$ cat src/rtl/operand_fetch.sv
// operand_fetch: decode-to-execute operand fetch with RAW scoreboard and same-edge writeback bypass
//   clk, reset_n (sync, active-high) | in_*: decoded instruction, in_ready handshake
//   rf_read_addr1/2 -> register file, rf_read_data1/2 <- one cycle later
//   wb_*: writeback strobe/index/data | out_*: operands + passthrough to execute
//   busy_mask: pending-write scoreboard
//   OPFETCH_ZERO_REG_EN: register 0 hardwired to zero
module operand_fetch #(
    parameter int XLEN  = 64,
    parameter int TAG_W = 32
) (
    input  logic             clk,
    input  logic             reset_n,
    input  logic             in_valid,
    output logic             in_ready,
    input  logic [4:0]       in_rs1,
    input  logic [4:0]       in_rs2,
    input  logic [4:0]       in_rd,
    input  logic             in_wen,
    input  logic [TAG_W-1:0] in_tag,
    output logic [4:0]       rf_read_addr1,
    output logic [4:0]       rf_read_addr2,
    input  logic [XLEN-1:0]  rf_read_data1,
    input  logic [XLEN-1:0]  rf_read_data2,
    input  logic             wb_valid,
    input  logic [4:0]       wb_addr,
    input  logic [XLEN-1:0]  wb_data,
    output logic             out_valid,
    input  logic             out_ready,
    output logic [XLEN-1:0]  out_op1,
    output logic [XLEN-1:0]  out_op2,
    output logic [4:0]       out_rd,
    output logic             out_wen,
    output logic [TAG_W-1:0] out_tag,
    output logic [31:0]      busy_mask
);
    typedef enum logic [1:0] {IDLE, READ, VALID} state_t;
    state_t            r_state;
    logic [31:0]       r_busy;
    logic              r_byp1, r_byp2;
    logic [XLEN-1:0]   r_bd1, r_bd2;
    logic              w_hit1, w_hit2, w_z1, w_z2, w_acc;
    logic [31:0]       w_set, w_clr, w_busy_next;
`ifdef OPFETCH_ZERO_REG_EN
    localparam logic [31:0] BUSY_KEEP = 32'hFFFF_FFFE;
    assign w_z1 = in_rs1 == 5'd0;
    assign w_z2 = in_rs2 == 5'd0;
`else
    localparam logic [31:0] BUSY_KEEP = 32'hFFFF_FFFF;
    assign w_z1 = 1'b0;
    assign w_z2 = 1'b0;
`endif
    assign rf_read_addr1 = in_rs1;
    assign rf_read_addr2 = in_rs2;
    assign busy_mask     = r_busy;
    // A writeback landing on this edge resolves the hazard; its data is bypassed
    assign w_hit1   = wb_valid && wb_addr == in_rs1;
    assign w_hit2   = wb_valid && wb_addr == in_rs2;
    assign in_ready = r_state == IDLE && !(r_busy[in_rs1] && !w_hit1) && !(r_busy[in_rs2] && !w_hit2);
    assign w_acc    = in_valid && in_ready;
    // Set is applied after clear so a same-edge set/clear of one bit leaves it set
    assign w_set       = (w_acc && in_wen) ? 32'd1 << in_rd : 32'd0;
    assign w_clr       = wb_valid ? 32'd1 << wb_addr : 32'd0;
    assign w_busy_next = ((r_busy & ~w_clr) | w_set) & BUSY_KEEP;
    always_ff @(posedge clk) begin
        if (reset_n) begin
            r_state   <= IDLE;
            r_busy    <= '0;
            r_byp1    <= 1'b0;
            r_byp2    <= 1'b0;
            r_bd1     <= '0;
            r_bd2     <= '0;
            out_valid <= 1'b0;
            out_op1   <= '0;
            out_op2   <= '0;
            out_rd    <= '0;
            out_wen   <= 1'b0;
            out_tag   <= '0;
        end else begin
            r_busy <= w_busy_next;
            case (r_state)
                IDLE: if (w_acc) begin
                    r_state <= READ;
                    out_rd  <= in_rd;
                    out_wen <= in_wen;
                    out_tag <= in_tag;
                    // Hardwired zero reuses the bypass path with a zero payload
                    r_byp1  <= w_hit1 || w_z1;
                    r_byp2  <= w_hit2 || w_z2;
                    r_bd1   <= w_z1 ? '0 : wb_data;
                    r_bd2   <= w_z2 ? '0 : wb_data;
                end
                READ: begin
                    r_state   <= VALID;
                    out_valid <= 1'b1;
                    out_op1   <= r_byp1 ? r_bd1 : rf_read_data1;
                    out_op2   <= r_byp2 ? r_bd2 : rf_read_data2;
                end
                VALID: if (out_ready) begin
                    r_state   <= IDLE;
                    out_valid <= 1'b0;
                end
                default: r_state <= IDLE;
            endcase
        end
    end
endmodule

$ cat config.mk
export PLATFORM = sky130hd
export DESIGN_NAME = operand_fetch
export DESIGN_NICKNAME = d
export VERILOG_FILES = /design/src/rtl/operand_fetch.sv
export SDC_FILE = /design/constraint.sdc
export NUM_CORES = 1
export LEC_CHECK = 0
export CORE_AREA = 2 2 177 179
export CTS_CLUSTER_SIZE = 10
export DETAILED_ROUTE_END_ITERATION = 12
export DIE_AREA = 0 0 179 181
export PLACE_DENSITY = 0.85
export SLEW_MARGIN = 20
export SYNTH_ARGS = -nofsm -noshare
export SYNTH_HDL_FRONTEND = slang
export SYNTH_SLANG_ARGS = --single-unit
export TNS_END_PERCENT = 20
$ cat constraint.sdc
create_clock -name clk -period 4.5 [get_ports clk]
set_clock_uncertainty 0.15 [all_clocks]
set_input_delay 1.125 -clock clk [delete_from_list [all_inputs] [get_ports clk]]
set_output_delay 1.125 -clock clk [all_outputs]
set_load 0.01 [all_outputs]
==> impl_results.md, run 1 <==
* Status: finished clean
* Clk sinks at 267
* Antenna violations before repair at 6
* Clk_lat worst skew at around 0.5 ns
* Post-Synth Adder-Cell Area at 0
* Layout cells sized above 1 at 0.116
* Final Util at 0.610
* Warnings from Yosys at 0
* Number of remaining DRC errors at 0
* Crit path kind: primary input to output port
* Async set or reset register ratio after synthesis at 0
* Delay-heaviest family, CP: buffers and inverters
* Reg clk slew, reported paths at about 0.050 ns
* Most common cell in the netlist: dfxtp_1
* PD cells at approximately 340 nW/um^2
* Die W at about 180 um
* Slew Limit Fails at 0
* Arrival time of the worst setup path at approximately 3.2 ns
* Gr usage total at 0.279
* Vert. Die Dim at ~180 um
* Ranking of synthesized cells by area: dfxtp_1, mux2i_1, o31ai_2, a211oi_1, nand4_1
* Sw frac at 0.275
* Post-DP HPWL at ~33000 um
* Io pins at 460
* Post-route ant nets at 0
* Max_slew headroom at 0.234
* Leak Pwr at about 5.9 nW
* I/O Buffers at 459
* Commonest cells post-synth: dfxtp_1, nor2_1, mux2i_1
* CTS tree: yes
* Synth cell types at between 40 and 50
* Initial drt markers at around 1000
* HP Class: flip-flop to flip-flop
* Share of power burned in combinational logic at 0.193
* RSZ-0062 raised after global routing: false
* Total number of vias at roughly 13000
* Mux share of post-synthesis cell area at 0.135
* Final Hold Viols at 0
* CP required at roughly 3.2 ns
* FF+latch area at 5350 sq um
* Routed len/inst at about 23 um
* Worst slew pin tran at 1.15 ns
* Largest family of logic cells by synthesized area: compound AO/OA/AOI/OAI gates
* Routability congestion estimate at 0.988
* H-Tree Depth at 2
* Sequential share of power at 0.412
* Compound-Gate Fraction of Synth Area at 0.248
* Levels on crit path at 8
* Nets at between 1500 and 2000
* Die area at ~32000 sq um
* Routed wire length at roughly 48000 um
* Register area share after synthesis at 0.420
* Core ar. at between 30000 and 40000 sq um
* CP endpoint kind: output port
* Mapped Area at about 13000 sq um
* Synth Register Bits at 267
* Clock buffer depth at 3
* Net switching power at approximately 0.0017 W
* Crit-path cells: clkdlybuf4s50_1, buf_4, mux4_2, mux2i_1, a2bb2oi_1, nand4_1, and3_4, clkdlybuf4s15_2
* Setup violators final at 0
* # rows at 64
* Maximum VDD drop at between 200 and 300 uV
* Layout area overhead at 45.4%
* Synth area leader: dfxtp_1
* Multi-input combinational cell area at about 6600 sq um
* Max FO, Critical Path at 6
* DR pass1 iterations at 5
* Fin Hold WS at between 0.3 and 0.4 ns
* Root Buffer: clkbuf_16
* Crit-path max cell delay at between 0.5 and 0.6 ns
* Worst path slowest cell: mux4_2
* Yosys top cell area share at 0.420
* Startpoint types: primary input
* Final worst-path cycle share at 0.987
* Main synth FF type: dfxtp_1
* Synth Area per Inst at between 9 and 10 sq um
* Post-route minimum period at about 4.4 ns
* Total global routing overflow at 0
* Hold Path Stages at 2
* FMAX at around 230 MHz
* Max Cap Viol at 0
* Post-synth EDFFs at 0
* Vias in the first global route at 12177
* Pint at ~0.0046 W
* Post-Synthesis Cells at around 1300
* CTS buffer count at 34
* Buf/Inv on CP at 3
* Syn Nets at between 1500 and 2000
* Fillers at roughly 2500
* Simple-gate share of the synthesized area at 0.127
* Via-to-Cell Ratio at 5.97
* Largest net degree at the start of global routing at ~250
* First-pass GRT wire length at about 71000 um
* R2R cell count at 8
* XOR/XNOR Fraction of Synth Area at 0.00687
* Clock power share at 0.395
* Initial core utilization at 0.420
-- state kept, by name, indices dropped and copies added, names as in the netlist --
register and flops:
r_state 2, r_byp1 1, r_byp2 1, out_op1 64, r_bd2 64, out_rd 5, busy_mask 32, out_op2 64
out_valid 1, out_tag 32, out_wen 1
-- worst register-to-register path, stage by stage, from the launching register on --
cell and delay (ns):
dfxtp_1 0.39, mux4_2 0.47, mux2_2 0.27, a2bb2oi_1 0.14, nand4_1 0.16, buf_4 0.63, buf_4 0.56, nand4_1 0.18
a21oi_1 0.20
-- final cells by class --
type,instances,share of cell area
Tap cell,396,0.0267
Inverter,7,0.00142
Timing Repair Buffer,509,0.271
Multi-Input combinational cell,882,0.358
Clock buffer,43,0.0505
Antenna cell,4,0.000540
Clock inverter,4,0.00277
Sequential cell,267,0.289
-- cell usage in the layout (no fill, tap or decap), types with 2 or more instances in the layout --
| master | instances |
|---|---|
| nand4_1 | 107 |
| diode_2 | 4 |
| clkbuf_1 | 5 |
| o41ai_1 | 17 |
| o31ai_2 | 80 |
| a41o_1 | 5 |
| o311ai_0 | 10 |
| clkbuf_8 | 4 |
| inv_1 | 6 |
| o31ai_1 | 22 |
| nand2_1 | 12 |
| nor2_1 | 143 |
| dfxtp_4 | 2 |
| nor2b_1 | 6 |
| a211oi_1 | 129 |
| a21oi_1 | 103 |
| clkdlybuf4s50_1 | 454 |
| dlygate4sd2_1 | 2 |
| o311a_1 | 2 |
| and3_1 | 3 |
| nand3_1 | 23 |
| mux2i_1 | 139 |
| clkbuf_16 | 35 |
| o21ai_0 | 11 |
| buf_4 | 45 |
| nor4_1 | 3 |
| o211ai_1 | 10 |
| buf_12 | 4 |
| dfxtp_1 | 265 |
| nand3b_1 | 6 |
| mux2_1 | 2 |
| nand2b_1 | 4 |
| xor2_1 | 8 |
| mux4_2 | 13 |
| nor3b_1 | 3 |
| xnor2_1 | 2 |
-- routing by layer --
layer | vias to the layer above | track usage | routed length, um
li1 | 5810 | - | -
met1 | 5991 | 0.349 | 18500
met2 | 655 | 0.446 | 22000
met3 | 149 | 0.0791 | 4590
met4 | 4 | 0.125 | 2350
met5 | - | 0 | 25
-- stage by stage --
step / total power (W) / TNS (ns) / instances / area [sq um] / setup WS (ns)
floorplan: 0.00325 / 0 / 1326 / 12700 / 0.320
finish: 0.00633 / 0 / 2112 / 18500 / 0.0585
CTS: 0.00636 / 0 / 2106 / 18500 / 0.0447
detailed placement: 0.00386 / -2.27 / 2059 / 17500 / -0.391
global route: 0.00657 / 0 / 2109 / 18500 / 0.00259
global placement: 0.00384 / -0.540 / 2059 / 17500 / -0.414
-- what timing repair did --
item                                    4_1_cts  5_1_grt
endpoints found under the setup margin        1        1
hold buffers                                  0        0
pin swaps                                     0        3
buffers inserted                              0        2
gates resized for setup                       5        3
-- power by group through the flow --
stage | Combinational, W | Clock [W] | Sequential [W]
after floorplan | 0.000566 | 0 | 0.00268
after CTS | 0.00121 | 0.00254 | 0.00261
after global placement | 0.00119 | 0 | 0.00265
after global routing | 0.00130 | 0.00265 | 0.00262
final | 0.00122 | 0.00250 | 0.00261
after detailed placement | 0.00121 | 0 | 0.00266
-- logic make-up after synthesis --
group,Yosys count
and+or+nand+nor,321
xor gates and xnor gates,10
DFF,267
buffers and inverters,177
AOI/OAI and AO/OA,396
muxes,155
-- path summary, 6_finish.rpt --
kind / start / end / slack, ns
hold reg to reg: out_tag[11]$_SDFFE_PP0P_ / out_tag[11]$_SDFFE_PP0P_ / 0.32
setup / recovery: in_rs2[0] / in_ready / 0.06
hold / removal: out_tag[11]$_SDFFE_PP0P_ / out_tag[11]$_SDFFE_PP0P_ / 0.32
setup reg to reg: busy_mask[28]$_SDFF_PP0_ / r_bd2[46]$_SDFFE_PP0P_ / 1.26
No activity file was read; power rests on OpenSTA's default activity.
==> inputs of run 2 (changes only) <==
--- a/config.mk
+++ b/config.mk
@@ -9,6 +9,7 @@
 export CTS_CLUSTER_SIZE = 10
 export DETAILED_ROUTE_END_ITERATION = 12
 export DIE_AREA = 0 0 179 181
+export GPL_TIMING_DRIVEN = 1
 export PLACE_DENSITY = 0.85
 export SLEW_MARGIN = 20
 export SYNTH_ARGS = -nofsm -noshare
==> results of run 2 <==
No change in the layout: final DEF, timing and power equal those of run 1.
